## config.mk

```make
export PLATFORM = sky130hd
export DESIGN_NAME = read_config_exp_3x3
export DESIGN_NICKNAME = d
export VERILOG_FILES = /design/src/rtl/exp3_cfg_pkg.sv /design/src/rtl/exp3_slice_counter.sv /design/src/rtl/read_config_exp_3x3.sv
export SDC_FILE = /design/constraint.sdc
export NUM_CORES = 1
export LEC_CHECK = 0
export ABC_AREA = 1
export ABC_CLOCK_PERIOD_IN_PS = 2100
export CAP_MARGIN = 20
export CORE_MARGIN = 5
export CORE_UTILIZATION = 40
export CTS_BUF_LIST = sky130_fd_sc_hd__clkbuf_8
export DETAILED_ROUTE_END_ITERATION = 8
export GPL_TIMING_DRIVEN = 0
export SYNTH_ARGS = -nofsm -noshare
export SYNTH_HDL_FRONTEND = slang
export SYNTH_SLANG_ARGS = --single-unit
```

## constraint.sdc

```tcl
create_clock -name clk_i -period 2.1 [get_ports clk_i]
set_clock_uncertainty 0.1 [all_clocks]
set_input_delay 0.315 -clock clk_i [delete_from_list [all_inputs] [get_ports clk_i]]
set_output_delay 0.315 -clock clk_i [all_outputs]
set_load 0.005 [all_outputs]
```

## src/rtl/exp3_cfg_pkg.sv

```systemverilog
// Shared configuration for the expand 3x3 kernel buffer: FSM states, field widths,
// bank geometry and the bank-select encoding used by both read and write sides.
package exp3_cfg_pkg;

    localparam int LIMIT_W     = 7;
    localparam int DEPTH_W     = 6;
    localparam int DIM_W       = 7;
    localparam int ROW_W       = 6;
    localparam int OFFS_W      = 6;
    localparam int ADDR_W      = 7;
    localparam int BANK_OFFSET = 64;

    typedef enum logic [2:0] {
        ST_IDLE      = 3'd0,
        ST_LOAD      = 3'd1,
        ST_WAIT_BANK = 3'd2,
        ST_READ      = 3'd3,
        ST_RELEASE   = 3'd4,
        ST_DONE      = 3'd5
    } exp3_state_e;

    typedef enum logic {
        BANK_0 = 1'b0,
        BANK_1 = 1'b1
    } bank_sel_e;

    function automatic bank_sel_e other_bank(input bank_sel_e b);
        return (b == BANK_0) ? BANK_1 : BANK_0;
    endfunction

endpackage

```

## src/rtl/exp3_slice_counter.sv

```systemverilog
// Nested kernel/row counter: kernel index wraps into the row index; stops at the
// terminal (last kernel of last row) so the final indices stay visible.
module exp3_slice_counter
    import exp3_cfg_pkg::*;
(
    input  logic               clk_i,
    input  logic               rst_n_i,
    input  logic               clr_i,
    input  logic               en_i,
    input  logic [DEPTH_W-1:0] kernel_max_i,
    input  logic [DIM_W-1:0]   row_max_i,
    output logic [DEPTH_W-1:0] kernel_o,
    output logic [ROW_W-1:0]   row_o,
    output logic               term_o
);

    logic [DEPTH_W-1:0] kernel_q, kernel_d;
    logic [ROW_W-1:0]   row_q, row_d;
    logic               kernel_end_s;
    logic               row_end_s;

    assign kernel_end_s = (kernel_q == kernel_max_i);
    assign row_end_s    = ({1'b0, row_q} == row_max_i);
    assign term_o       = kernel_end_s && row_end_s;
    assign kernel_o     = kernel_q;
    assign row_o        = row_q;

    // Next-count selection: clear wins, then advance unless already terminal.
    always_comb begin
        kernel_d = kernel_q;
        row_d    = row_q;
        if (clr_i) begin
            kernel_d = '0;
            row_d    = '0;
        end else if (en_i && !term_o) begin
            if (kernel_end_s) begin
                kernel_d = '0;
                row_d    = row_q + 6'd1;
            end else begin
                kernel_d = kernel_q + 6'd1;
            end
        end else begin
            kernel_d = kernel_q;
            row_d    = row_q;
        end
    end

    // Counter state registers.
    always_ff @(posedge clk_i or negedge rst_n_i) begin
        if (!rst_n_i) begin
            kernel_q <= '0;
            row_q    <= '0;
        end else begin
            kernel_q <= kernel_d;
            row_q    <= row_d;
        end
    end

endmodule

```

## src/rtl/read_config_exp_3x3.sv

```systemverilog
// Read-side address generator for the ping-pong expand 3x3 kernel RAM: streams each
// full bank, releases it to the writer, and flags the end of the layer.
module read_config_exp_3x3
    import exp3_cfg_pkg::*;
#(
    parameter int BANK_OFFSET = exp3_cfg_pkg::BANK_OFFSET,
    parameter int ADDR_W      = exp3_cfg_pkg::ADDR_W
) (
    input  logic               clk_i,
    input  logic               rst_n_i,
    input  logic               start_i,
    input  logic [LIMIT_W-1:0] one_exp3_ker_addr_limit_i,
    input  logic [DEPTH_W-1:0] exp3_ker_depth_i,
    input  logic [DIM_W-1:0]   layer_dimension_i,
    input  logic [1:0]         bank_full_i,
    input  logic               rd_stall_i,
    output logic               rd_en_o,
    output logic [ADDR_W-1:0]  rd_addr_o,
    output logic               rd_valid_o,
    output logic               rd_last_o,
    output logic               chk_nxt_addr_limt_o,
    output logic               rd_bank_o,
    output logic [DEPTH_W-1:0] kernal_count_o,
    output logic [ROW_W-1:0]   row_count_o,
    output logic               fire_end_flag_o,
    output logic               busy_o
);

    exp3_state_e        state_q, state_d;
    bank_sel_e          bank_q, bank_d;
    logic [OFFS_W-1:0]  offset_q, offset_d;
    logic [OFFS_W-1:0]  addr_space_q, addr_space_d;
    logic [DEPTH_W-1:0] kernal_no_q, kernal_no_d;
    logic [DIM_W-1:0]   layer_dim_q, layer_dim_d;
    logic               fire_q, fire_d;
    logic               valid_q, last_q, chk_q, busy_q;
    logic               rd_en_s, last_issue_s, cnt_en_s, cnt_clr_s, term_s;
    logic [LIMIT_W-1:0] lim_sat_s;

    assign lim_sat_s = (one_exp3_ker_addr_limit_i == 7'd0) ? 7'd1 : one_exp3_ker_addr_limit_i;

    exp3_slice_counter u_cnt (
        .clk_i        (clk_i),
        .rst_n_i      (rst_n_i),
        .clr_i        (cnt_clr_s),
        .en_i         (cnt_en_s),
        .kernel_max_i (kernal_no_q),
        .row_max_i    (layer_dim_q),
        .kernel_o     (kernal_count_o),
        .row_o        (row_count_o),
        .term_o       (term_s)
    );

    // Next-state, read issue and counter control; start_i overrides everything.
    always_comb begin
        state_d      = state_q;
        bank_d       = bank_q;
        offset_d     = offset_q;
        addr_space_d = addr_space_q;
        kernal_no_d  = kernal_no_q;
        layer_dim_d  = layer_dim_q;
        fire_d       = fire_q;
        rd_en_s      = 1'b0;
        last_issue_s = 1'b0;
        cnt_en_s     = 1'b0;
        cnt_clr_s    = 1'b0;
        if (start_i) begin
            state_d   = ST_LOAD;
            bank_d    = BANK_0;
            offset_d  = '0;
            fire_d    = 1'b0;
            cnt_clr_s = 1'b1;
        end else begin
            case (state_q)
                ST_IDLE: state_d = ST_IDLE;
                ST_LOAD: begin
                    addr_space_d = OFFS_W'(lim_sat_s - 7'd1);
                    kernal_no_d  = exp3_ker_depth_i;
                    layer_dim_d  = layer_dimension_i;
                    state_d      = ST_WAIT_BANK;
                end
                ST_WAIT_BANK: begin
                    if (bank_full_i[bank_q]) begin
                        state_d = ST_READ;
                    end else begin
                        state_d = ST_WAIT_BANK;
                    end
                end
                ST_READ: begin
                    if (!rd_stall_i) begin
                        rd_en_s = 1'b1;
                        if (offset_q == addr_space_q) begin
                            // Terminal is known before the release, so the flag can
                            // rise together with the final release pulse.
                            last_issue_s = 1'b1;
                            offset_d     = '0;
                            fire_d       = term_s;
                            state_d      = ST_RELEASE;
                        end else begin
                            offset_d = offset_q + 6'd1;
                        end
                    end else begin
                        offset_d = offset_q;
                    end
                end
                ST_RELEASE: begin
                    bank_d   = other_bank(bank_q);
                    cnt_en_s = 1'b1;
                    if (fire_q) begin
                        state_d = ST_DONE;
                    end else begin
                        state_d = ST_WAIT_BANK;
                    end
                end
                ST_DONE: state_d = ST_DONE;
                default: state_d = ST_IDLE;
            endcase
        end
    end

    // State, configuration and registered output flags.
    always_ff @(posedge clk_i or negedge rst_n_i) begin
        if (!rst_n_i) begin
            state_q      <= ST_IDLE;
            bank_q       <= BANK_0;
            offset_q     <= '0;
            addr_space_q <= '0;
            kernal_no_q  <= '0;
            layer_dim_q  <= '0;
            fire_q       <= 1'b0;
            valid_q      <= 1'b0;
            last_q       <= 1'b0;
            chk_q        <= 1'b0;
            busy_q       <= 1'b0;
        end else begin
            state_q      <= state_d;
            bank_q       <= bank_d;
            offset_q     <= offset_d;
            addr_space_q <= addr_space_d;
            kernal_no_q  <= kernal_no_d;
            layer_dim_q  <= layer_dim_d;
            fire_q       <= fire_d;
            valid_q      <= rd_en_s;
            last_q       <= last_issue_s;
            chk_q        <= (state_d == ST_RELEASE);
            busy_q       <= (state_d != ST_IDLE) && (state_d != ST_DONE);
        end
    end

    assign rd_en_o             = rd_en_s;
    assign rd_addr_o           = ((bank_q == BANK_1) ? ADDR_W'(BANK_OFFSET) : '0) + ADDR_W'(offset_q);
    assign rd_valid_o          = valid_q;
    assign rd_last_o           = last_q;
    assign chk_nxt_addr_limt_o = chk_q;
    assign rd_bank_o           = bank_q;
    assign fire_end_flag_o     = fire_q;
    assign busy_o              = busy_q;

endmodule
```

==> results of run 1 <==
## worst reg2reg max path: stages (launching register included)
cell and delay [ns]:
dfrtp_1 0.41, inv_1 0.11, nor2_1 0.09, nand2_1 0.12
nor2_4 0.25, inv_1 0.10, clkbuf_1 0.26, nand2_1 0.11
o21ai_0 0.09
## Yosys cell counts (2+ instances only)
cell	instances
o21ai_2	6
nand3_1	20
nand2_2	2
a21oi_1	5
nand2_4	2
nand2_1	102
buf_2	3
o21ai_0	21
a31o_2	2
nor2_2	2
nand4_1	12
o21ai_1	3
clkbuf_1	2
xnor2_1	2
nor2_1	31
ha_1	4
inv_1	44
xor2_1	14
dfrtp_1	46
## state kept, by name (all words and copies together) (netlist names)
register,count
layer_dim_q,7
addr_space_q,6
kernal_no_q,6
offset_q,6
u_cnt.kernel_o,6
u_cnt.row_o,6
state_q,3
busy_o,1
chk_nxt_addr_limt_o,1
fire_end_flag_o,1
rd_bank_o,1
rd_last_o,1
rd_valid_o,1
## power by group through the flow
stage               sequential [mW]  combinational (mW)  clock [mW]
detailed placement             1.19               0.681           0
floorplan                      1.16               0.442           0
global route                   1.19               0.797       0.880
CTS                            1.17               0.692       0.847
global placement               1.18               0.667           0
finish                         1.17               0.682       0.830
## through the flow
step                      setup TNS (ns)  hold slack (ns)  utilization
after global routing                   0            0.338        0.533
after global placement            -35.98            0.356        0.503
final                                  0            0.313        0.533
after floorplan                        0          -0.0806            -
after detailed placement          -0.566            0.113        0.505
after CTS                              0            0.310        0.533
## metal layers
metal | vias to the layer above | global-route usage
met4 | 0 | 0.0447
met1 | 1014 | 0.206
met2 | 43 | 0.241
li1 | 1170 | -
met5 | - | 0
met3 | 7 | 0.0351
## path summary, 6_finish.rpt
path / startpoint / to / cells past startpoint
worst max-delay path: one_exp3_ker_addr_limit_i[4] / addr_space_q[4]$_DFFE_PN0P_ / 10
worst min-delay path: rst_n_i / rd_valid_o$_DFF_PN0_ / 2
worst min register to register: layer_dim_q[6]$_DFFE_PN0P_ / layer_dim_q[6]$_DFFE_PN0P_ / 2
worst max register to register: state_q[0]$_DFF_PN0_ / addr_space_q[0]$_DFFE_PN0P_ / 8
min in group clk_i: layer_dim_q[6]$_DFFE_PN0P_ / layer_dim_q[6]$_DFFE_PN0P_ / 2
max in group asynchronous: rst_n_i / u_cnt.row_o[5]$_DFFE_PN0P_ / 3
## cell type report
type / instances / area [um2] / share of cell area
well taps: 77 / 96.3 / 0.0286
clock buffers: 6 / 82.6 / 0.0246
repair buffers: 53 / 533 / 0.158
plain buffers: 7 / 60.1 / 0.0179
multi-input cells: 236 / 1210 / 0.360
inverters: 45 / 169 / 0.0502
flip-flops and latches: 46 / 1150 / 0.342
clock inverters: 2 / 60.1 / 0.0179
## cell families (layout without fill, tap and decap cells)
group / count (synthesis) / after routing
AND/OR/NAND/NOR: 177 / 177
buffers and inverters: 52 / 113
flip-flops: 46 / 46
AO/OA/AOI/OAI: 39 / 39
XOR/XNOR: 16 / 16
adder cells (fa/ha/maj): 4 / 4
## what timing repair did
item / 4_1_cts / 5_1_grt
resized for setup: 9 / 0
hold buffers: 1 / 0
setup endpoints to repair: 1 / 0
buffers inserted: 0 / 0
endpoints found under the hold margin: 10 / 0
==> results.toml, run 1 <==
[outcome]
status = "finished clean"

[logic_synthesis]
synth_area_leader_cell = "dfrtp_1"
async_flop_share = 1.00
yosysWarnings = 0
yosys_register_bits = 46
synth_area_mm2 = 0.00257
synth_simple_gate_area_share = 0.303
avgSynthCellArea_um2 = 7.69
synthDistinctLibCells = 30
seq_area_frac_synth = 0.448
synth_top_family_by_area = "simple AND/OR/NAND/NOR gates"
synthAdderAreaFrac = 0.0195
synth_top_area_frac = 0.448
synth_mux_area_frac = 0
synth.area.top_cells = "dfrtp_1, nand2_1, inv_1, xor2_1, nor2_1"
synth_nets = 364
synth-compound-area-share = 0.0891
synth_xor_area_frac = 0.0546
ys.flop_type = "dfrtp_1"
synth_edf_count = 0
postSynthCellCount = 334

[routing]
wl_met1_um = 2900
drt_iter0_drc = 69
vias = 2234
wl_met3_um = 264
routed_wl_um = 5960
wire_per_inst_um = 12.6
drt-pass1-iter-count = 4
drc = 0
dr.max_layer_used = "met4"
vias_per_cell = 4.73
ant_nets = 0
wl_met2_um = 2740

[setup_path]
r2r_setup_slack_ns = 0.34
cp.arrival_ns = 1.99
path_class = "input port to flip-flop"
path_cells = "clkdlybuf4s50_1, or2_2, nor2_1, nand2_1, nand2_1, inv_1, ha_1, nand3_1, xor2_1, o21ai_0"
cp_max_fo = 3
cp.required_ns = 2.19
path_delay_family = "simple AND/OR/NAND/NOR gates"
cpMostUsedCell = "nand2_1"
crit_slowest_cell = "clkdlybuf4s50_1"
cp-end-kind = "flip-flop"
startpoint_type = "input port"
critPathBufInv = 2
slowest_delay_ns = 0.43

[sta]
finalCritPeriodShare = 0.904
rsz0062_at_grt = "no"
worst-slew-pin-transition_ns = 0.543
hold_viol_final = 0
slew_violations = 0
fin_crit_ns = 1.90
timing.final.ws_setup_ns = 0.201
slew_headroom = 0.638
final-setup-viol-count = 0
max_freq_ghz = 0.527

[placed_design]
io_buffers = 51
dp_hpwl_um = 4480
gp_congestion = 0.785
dp_slack_ns = -0.287
place_inst = 463
placed_area_mm2 = 0.00319

[floorplanning]
die_w_um = 90.1
pin_count = 52
die_area_mm2 = 0.00812
rows = 29
initial_utilization = 0.407
coreArea_mm2 = 0.00631
die_h_um = 90.1

[clock_network]
clk_latency_ns = 0.31
cts_buffer_depth = 2
cts_tree = "yes"
clockRootBuffer = "clkbuf_8"
cts_buffers = 5
cts_sinks = 46
htreeDepth = 2
clkTransAtPathRegs_ns = 0.09

[hold_path]
worstHoldPathType = "input port to asynchronous set/reset pin"

[global_routing]
grtUsageTotal = 0.152
antenna_found_initial = 0
grt_pass1_vias = 2125
grt_pass1_wl_um = 10200
grt-ovfl-total = 0
grt_max_degree = 37

[pwr]
power_density_mw_per_mm2 = 797
power_frac_comb = 0.255
switching_share = 0.309
power_frac_clock = 0.310
power_mw = 2.68
power_frac_seq = 0.436
switching_power_mw = 0.829
p_int_mw = 1.85
peakVddDrop_uv = 321
p_leak_nw = 1.63

[final_layout]
fillCellCount = 644
fin_area_mm2 = 0.00336
fin_cells = 472
final_common_cell = "nand2_1"
final_nets = 424
layout_common_cells = "nand2_1, clkdlybuf4s50_1, dfrtp_1, inv_1, nor2_1"
area_growth_pct = 30.9
diodes = 0
drive_above_1_share = 0.0962

[run]
maxCapViolCount = 0
No activity file was read; power rests on OpenSTA's default activity.
==> run 2: changes to the inputs <==
--- a/config.mk
+++ b/config.mk
@@ -8,7 +8,6 @@
 export ABC_AREA = 1
 export ABC_CLOCK_PERIOD_IN_PS = 2100
 export CAP_MARGIN = 20
-export CORE_MARGIN = 5
 export CORE_UTILIZATION = 40
 export CTS_BUF_LIST = sky130_fd_sc_hd__clkbuf_8
 export DETAILED_ROUTE_END_ITERATION = 8
==> run 2 against run 1 <==
Against the previous run: via count is 1.1% higher; highest routed layer unchanged; global-route usage increased by 4.9 points; power is 12% lower; maximum frequency shrank 0.42%; critical path type unchanged; combinational power about the same.
==> results.toml, run 2 (synthesis results as in run 1) <==
[sta]
finalCritPeriodShare = 0.908
tns_ns = 0
slew_headroom = 0.617
max_freq_ghz = 0.524
worst-slew-pin-transition_ns = 0.575
timing.hold.ws_ns = 0.376
fin_crit_ns = 1.91
timing.final.ws_setup_ns = 0.193
final-setup-viol-count = 0
rsz0062_at_grt = "no"
slew_violations = 0
hold_viol_final = 0

[global_routing]
grt_pass1_wl_um = 10200
grtUsageMet2 = 0.310
antenna_found_initial = 0
use_met1 = 0.282
grt_busiest_layer = "met2"
grt-ovfl-total = 0
grtUsageTotal = 0.201
grt_use_met3 = 0.0374
grt_max_degree = 28
grt_pass1_vias = 2147

[final_layout]
diodes = 0
drive_above_1_share = 0.0937
final_core_util = 0.543
area_growth_pct = 28.2
layout_common_cells = "nand2_1, clkdlybuf4s50_1, inv_1, dfrtp_1, nor2_1"
fillCellCount = 601
largest_reg_flops = 7
fin_area_mm2 = 0.00329
final_common_cell = "nand2_1"
largest-register = "layer_dim_q"
final_nets = 425

[routing]
wire_per_inst_um = 12.4
vias = 2259
ant_nets = 0
routed_wl_um = 5820
drt-pass1-iter-count = 4
drt_iter0_drc = 90
drc = 0
vias_per_cell = 4.81

[clock_network]
clkTransAtPathRegs_ns = 0.08
cts_sinks = 46
cts_buffers = 5
cts_buffer_depth = 2
clockRootBuffer = "clkbuf_8"
cts_tree = "yes"
htreeDepth = 2
clk_latency_ns = 0.30

[floorplanning]
initial_utilization = 0.424
coreArea_mm2 = 0.00606
rows = 28
die_area_mm2 = 0.00675
die_h_um = 82.1
die_w_um = 82.1
pin_count = 52

[placed_design]
placed_area_mm2 = 0.00319
gp_congestion = 0.788
io_buffers = 51
dp_slack_ns = -0.269
dp_hpwl_um = 4350

[pwr]
p_leak_nw = 1.61
power_density_mw_per_mm2 = 720
peakVddDrop_uv = 527

[setup_path]
cp_max_fo = 3
cp.required_ns = 2.18
startpoint_type = "input port"
path_class = "input port to flip-flop"
cp.arrival_ns = 1.99
cp-end-kind = "flip-flop"

[outcome]
status = "finished clean"

[run]
maxCapViolCount = 0

[hold_path]
worstHoldPathType = "flip-flop to flip-flop"
## run 2: cell count changes in the layout (fill, tap and decap cells not counted)
cell | previous run | this run
nor2_1 | 29 | 28
buf_4 | 1 | 3
bufinv_16 | 2 | 0
inv_1 | 44 | 46
clkbuf_8 | 7 | 5
nor2_2 | 3 | 5
nor2_4 | 2 | 1
## run 2: through the flow
step / cells / total power, mW
after global placement: 460 / 1.85
after detailed placement: 461 / 1.87
after global routing: 470 / 2.57
final: 470 / 2.37
after floorplan: 334 / 1.60
after CTS: 470 / 2.39
## run 2: repair_timing
item / CTS / global route
hold endpoints to repair: 19 / 0
endpoints found under the setup margin: 1 / 1
pin swaps: 1 / 0
gates resized for setup: 5 / 1
setup buffers: 2 / 0
hold buffers: 1 / 0
## run 2: where the power goes
group	switching [mW]	leakage, nW	internal (mW)
Sequential	0.138	0.599	1.04
Clock	0.294	0.0466	0.220
Combinational	0.377	0.962	0.301
## run 2: cell type report
cell class                      count  area [um2]  share of cell area
Sequential cell                    46        1150               0.350
Multi-Input combinational cell    236        1210               0.367
Timing Repair Buffer               55         548               0.166
Buffer                              6        46.3              0.0141
Tap cell                           75        93.8              0.0285
Clock inverter                      2        7.51             0.00228
Clock buffer                        5        68.8              0.0209
Inverter                           45         169              0.0513
## run 2: critical path, stage by stage
cell	delay (ns)
clkdlybuf4s50_1	0.42
or2_2	0.31
nor2_2	0.13
nand2_1	0.06
nand2_1	0.10
inv_1	0.08
ha_1	0.22
nand3_1	0.10
xor2_1	0.16
o21ai_0	0.09
## run 2: path summary, 6_finish.rpt
kind	start	end	slack [ns]	depth (start not counted)
max in group asynchronous	rst_n_i	kernal_no_q[2]$_DFFE_PN0P_	1.00	3
setup / recovery	one_exp3_ker_addr_limit_i[4]	addr_space_q[4]$_DFFE_PN0P_	0.19	10
min in group asynchronous	rst_n_i	offset_q[5]$_DFFE_PN0P_	0.40	2
hold reg to reg	layer_dim_q[6]$_DFFE_PN0P_	layer_dim_q[6]$_DFFE_PN0P_	0.38	2
setup reg to reg	state_q[2]$_DFF_PN0_	addr_space_q[1]$_DFFE_PN0P_	0.34	8
hold / removal	layer_dim_q[6]$_DFFE_PN0P_	layer_dim_q[6]$_DFFE_PN0P_	0.38	2
## run 2: per-layer routing
layer	vias to the layer above	wire, um
li1	1178	-
met1	1024	3000
met2	48	2540
met3	9	212
met4	0	75
met5	-	0
==> run 3: changes to the inputs <==
--- a/config.mk
+++ b/config.mk
@@ -8,10 +8,13 @@
 export ABC_AREA = 1
 export ABC_CLOCK_PERIOD_IN_PS = 2100
 export CAP_MARGIN = 20
-export CORE_UTILIZATION = 40
+export CELL_PAD_IN_SITES_DETAIL_PLACEMENT = 1
+export CELL_PAD_IN_SITES_GLOBAL_PLACEMENT = 2
+export CORE_UTILIZATION = 30
 export CTS_BUF_LIST = sky130_fd_sc_hd__clkbuf_8
 export DETAILED_ROUTE_END_ITERATION = 8
 export GPL_TIMING_DRIVEN = 0
+export PLACE_DENSITY_LB_ADDON = 0.1
 export SYNTH_ARGS = -nofsm -noshare
 export SYNTH_HDL_FRONTEND = slang
 export SYNTH_SLANG_ARGS = --single-unit
==> run 3 against run 2 <==
Against the previous run: sequential power about the same; final area is 2.9% higher; worst setup slack worse by 0.048 ns; maximum frequency decreased by 2.5%; largest cell class unchanged; largest power group unchanged; highest routed layer unchanged.
==> results.toml, run 3 (synthesis results as in run 1) <==
[sta]
hold_viol_final = 0
finalCritPeriodShare = 0.931
max_freq_ghz = 0.512
worst-slew-pin-transition_ns = 0.593
fin_crit_ns = 1.96
slew_headroom = 0.604
rsz0062_at_grt = "no"
slew_violations = 0
timing.hold.ws_ns = 0.340
final-setup-viol-count = 0

[final_layout]
layout_common_cells = "nand2_1, clkdlybuf4s50_1, dfrtp_1, inv_1, nor2_1"
diodes = 0
drive_above_1_share = 0.101
area_growth_pct = 32.0
largest_reg_flops = 7
fin_area_mm2 = 0.00339
fin_cells = 503
largest-register = "layer_dim_q"
final_nets = 427
final_common_cell = "nand2_1"

[clock_network]
clk_latency_ns = 0.30
cts_buffer_depth = 2
cts_buffers = 5
htreeDepth = 2
cts_sinks = 46
clkTransAtPathRegs_ns = 0.09
cts_tree = "yes"
clockRootBuffer = "clkbuf_8"

[placed_design]
dp_hpwl_um = 5240
place_inst = 491
io_buffers = 51
placed_area_mm2 = 0.00323
gp_congestion = 0.775

[pwr]
power_frac_comb = 0.276
switching_power_mw = 0.849
power_frac_clock = 0.262
peakVddDrop_uv = 326
switching_share = 0.333
power_frac_seq = 0.462
p_int_mw = 1.70
power_density_mw_per_mm2 = 751
p_leak_nw = 1.63

[setup_path]
path_class = "input port to flip-flop"
path_delay_family = "simple AND/OR/NAND/NOR gates"
crit_slowest_cell = "clkdlybuf4s50_1"
cp-end-kind = "flip-flop"
slowest_delay_ns = 0.44
startpoint_type = "input port"
cp.required_ns = 2.18
path_cells = "clkdlybuf4s50_1, or2_2, nor2_1, nand2_1, nand2_1, inv_1, ha_1, nand3_1, xor2_1, o21ai_0"
cp.arrival_ns = 2.04
critPathBufInv = 2
cpMostUsedCell = "nand2_1"
cp_max_fo = 3

[global_routing]
grt-ovfl-total = 0
grtUsageTotal = 0.167
grt_max_degree = 34
antenna_found_initial = 0
grt_pass1_vias = 2311
use_met1 = 0.218
grt_busiest_layer = "met2"
grtUsageMet2 = 0.286
grt_pass1_wl_um = 11400
grt_use_met3 = 0.0290

[routing]
drt-pass1-iter-count = 4
drt_iter0_drc = 50
wire_per_inst_um = 13.7
routed_wl_um = 6910
vias = 2337
vias_per_cell = 4.65
ant_nets = 0
drc = 0

[floorplanning]
coreArea_mm2 = 0.00826
rows = 33
pin_count = 52
die_w_um = 94.5
die_h_um = 94.5
initial_utilization = 0.311
die_area_mm2 = 0.00894

[run]
maxCapViolCount = 0

[outcome]
status = "finished clean"

[hold_path]
worstHoldPathType = "input port to asynchronous set/reset pin"
==> run 3: repair_timing <==
action | 4_1_cts | 5_1_grt
setup buffers | 3 | 0
endpoints found under the setup margin | 1 | 0
gates resized for setup | 8 | 0
hold endpoints to repair | 13 | 0
hold buffers | 1 | 0
==> run 3: worst reg2reg max path, delay by kind of cell, from the launching register on <==
family	cells	cell delay, ns
AND/OR/NAND/NOR	6	0.97
flip-flops	1	0.50
XOR/XNOR	1	0.19
==> run 3: cell type report <==
type	count	area (um2)
Fill cell	1011	4870
Multi-Input combinational cell	236	1210
Sequential cell	46	1150
Timing Repair Buffer	56	557
Inverter	45	169
Tap cell	105	131
Clock buffer	5	68.8
Buffer	7	60.1
Clock inverter	3	41.3
==> run 3: through the flow <==
stage | setup TNS [ns] | total power [mW] | utilization | setup WS, ns
after floorplan | 0 | 1.60 | - | 0.449
after global placement | -40.26 | 1.88 | 0.389 | -0.864
after detailed placement | -0.854 | 1.90 | 0.391 | -0.402
after CTS | 0 | 2.59 | 0.410 | 0.134
after global routing | 0 | 2.73 | 0.410 | 0.0208
final | 0 | 2.55 | 0.410 | 0.145
==> run 3: final timing paths <==
| check | start | endpoint | slack [ns] | cells after the start |
|---|---|---|---|---|
| max | one_exp3_ker_addr_limit_i[3] | addr_space_q[4]$_DFFE_PN0P_ | 0.14 | 10 |
| min | rst_n_i | chk_nxt_addr_limt_o$_DFF_PN0_ | 0.34 | 2 |
| max reg2reg | u_cnt.kernel_o[0]$_DFFE_PN0P_ | u_cnt.row_o[2]$_DFFE_PN0P_ | 0.27 | 7 |
| min reg2reg | layer_dim_q[6]$_DFFE_PN0P_ | layer_dim_q[6]$_DFFE_PN0P_ | 0.38 | 2 |
| max in group asynchronous | rst_n_i | kernal_no_q[3]$_DFFE_PN0P_ | 1.05 | 3 |
| min in group clk_i | layer_dim_q[6]$_DFFE_PN0P_ | layer_dim_q[6]$_DFFE_PN0P_ | 0.38 | 2 |
==> run 3: power by group through the flow <==
stage,sequential (mW),clock [mW],combinational [mW]
final,1.18,0.668,0.704
after global routing,1.20,0.722,0.809
after CTS,1.18,0.693,0.720
after detailed placement,1.20,0,0.704
after global placement,1.19,0,0.684
after floorplan,1.16,0,0.442
==> run 3: layer usage <==
layer	vias to the layer above	part of all wire
met2	40	0.47
met4	0	0.0094
li1	1174	-
met3	6	0.028
met5	-	0
met1	1117	0.49
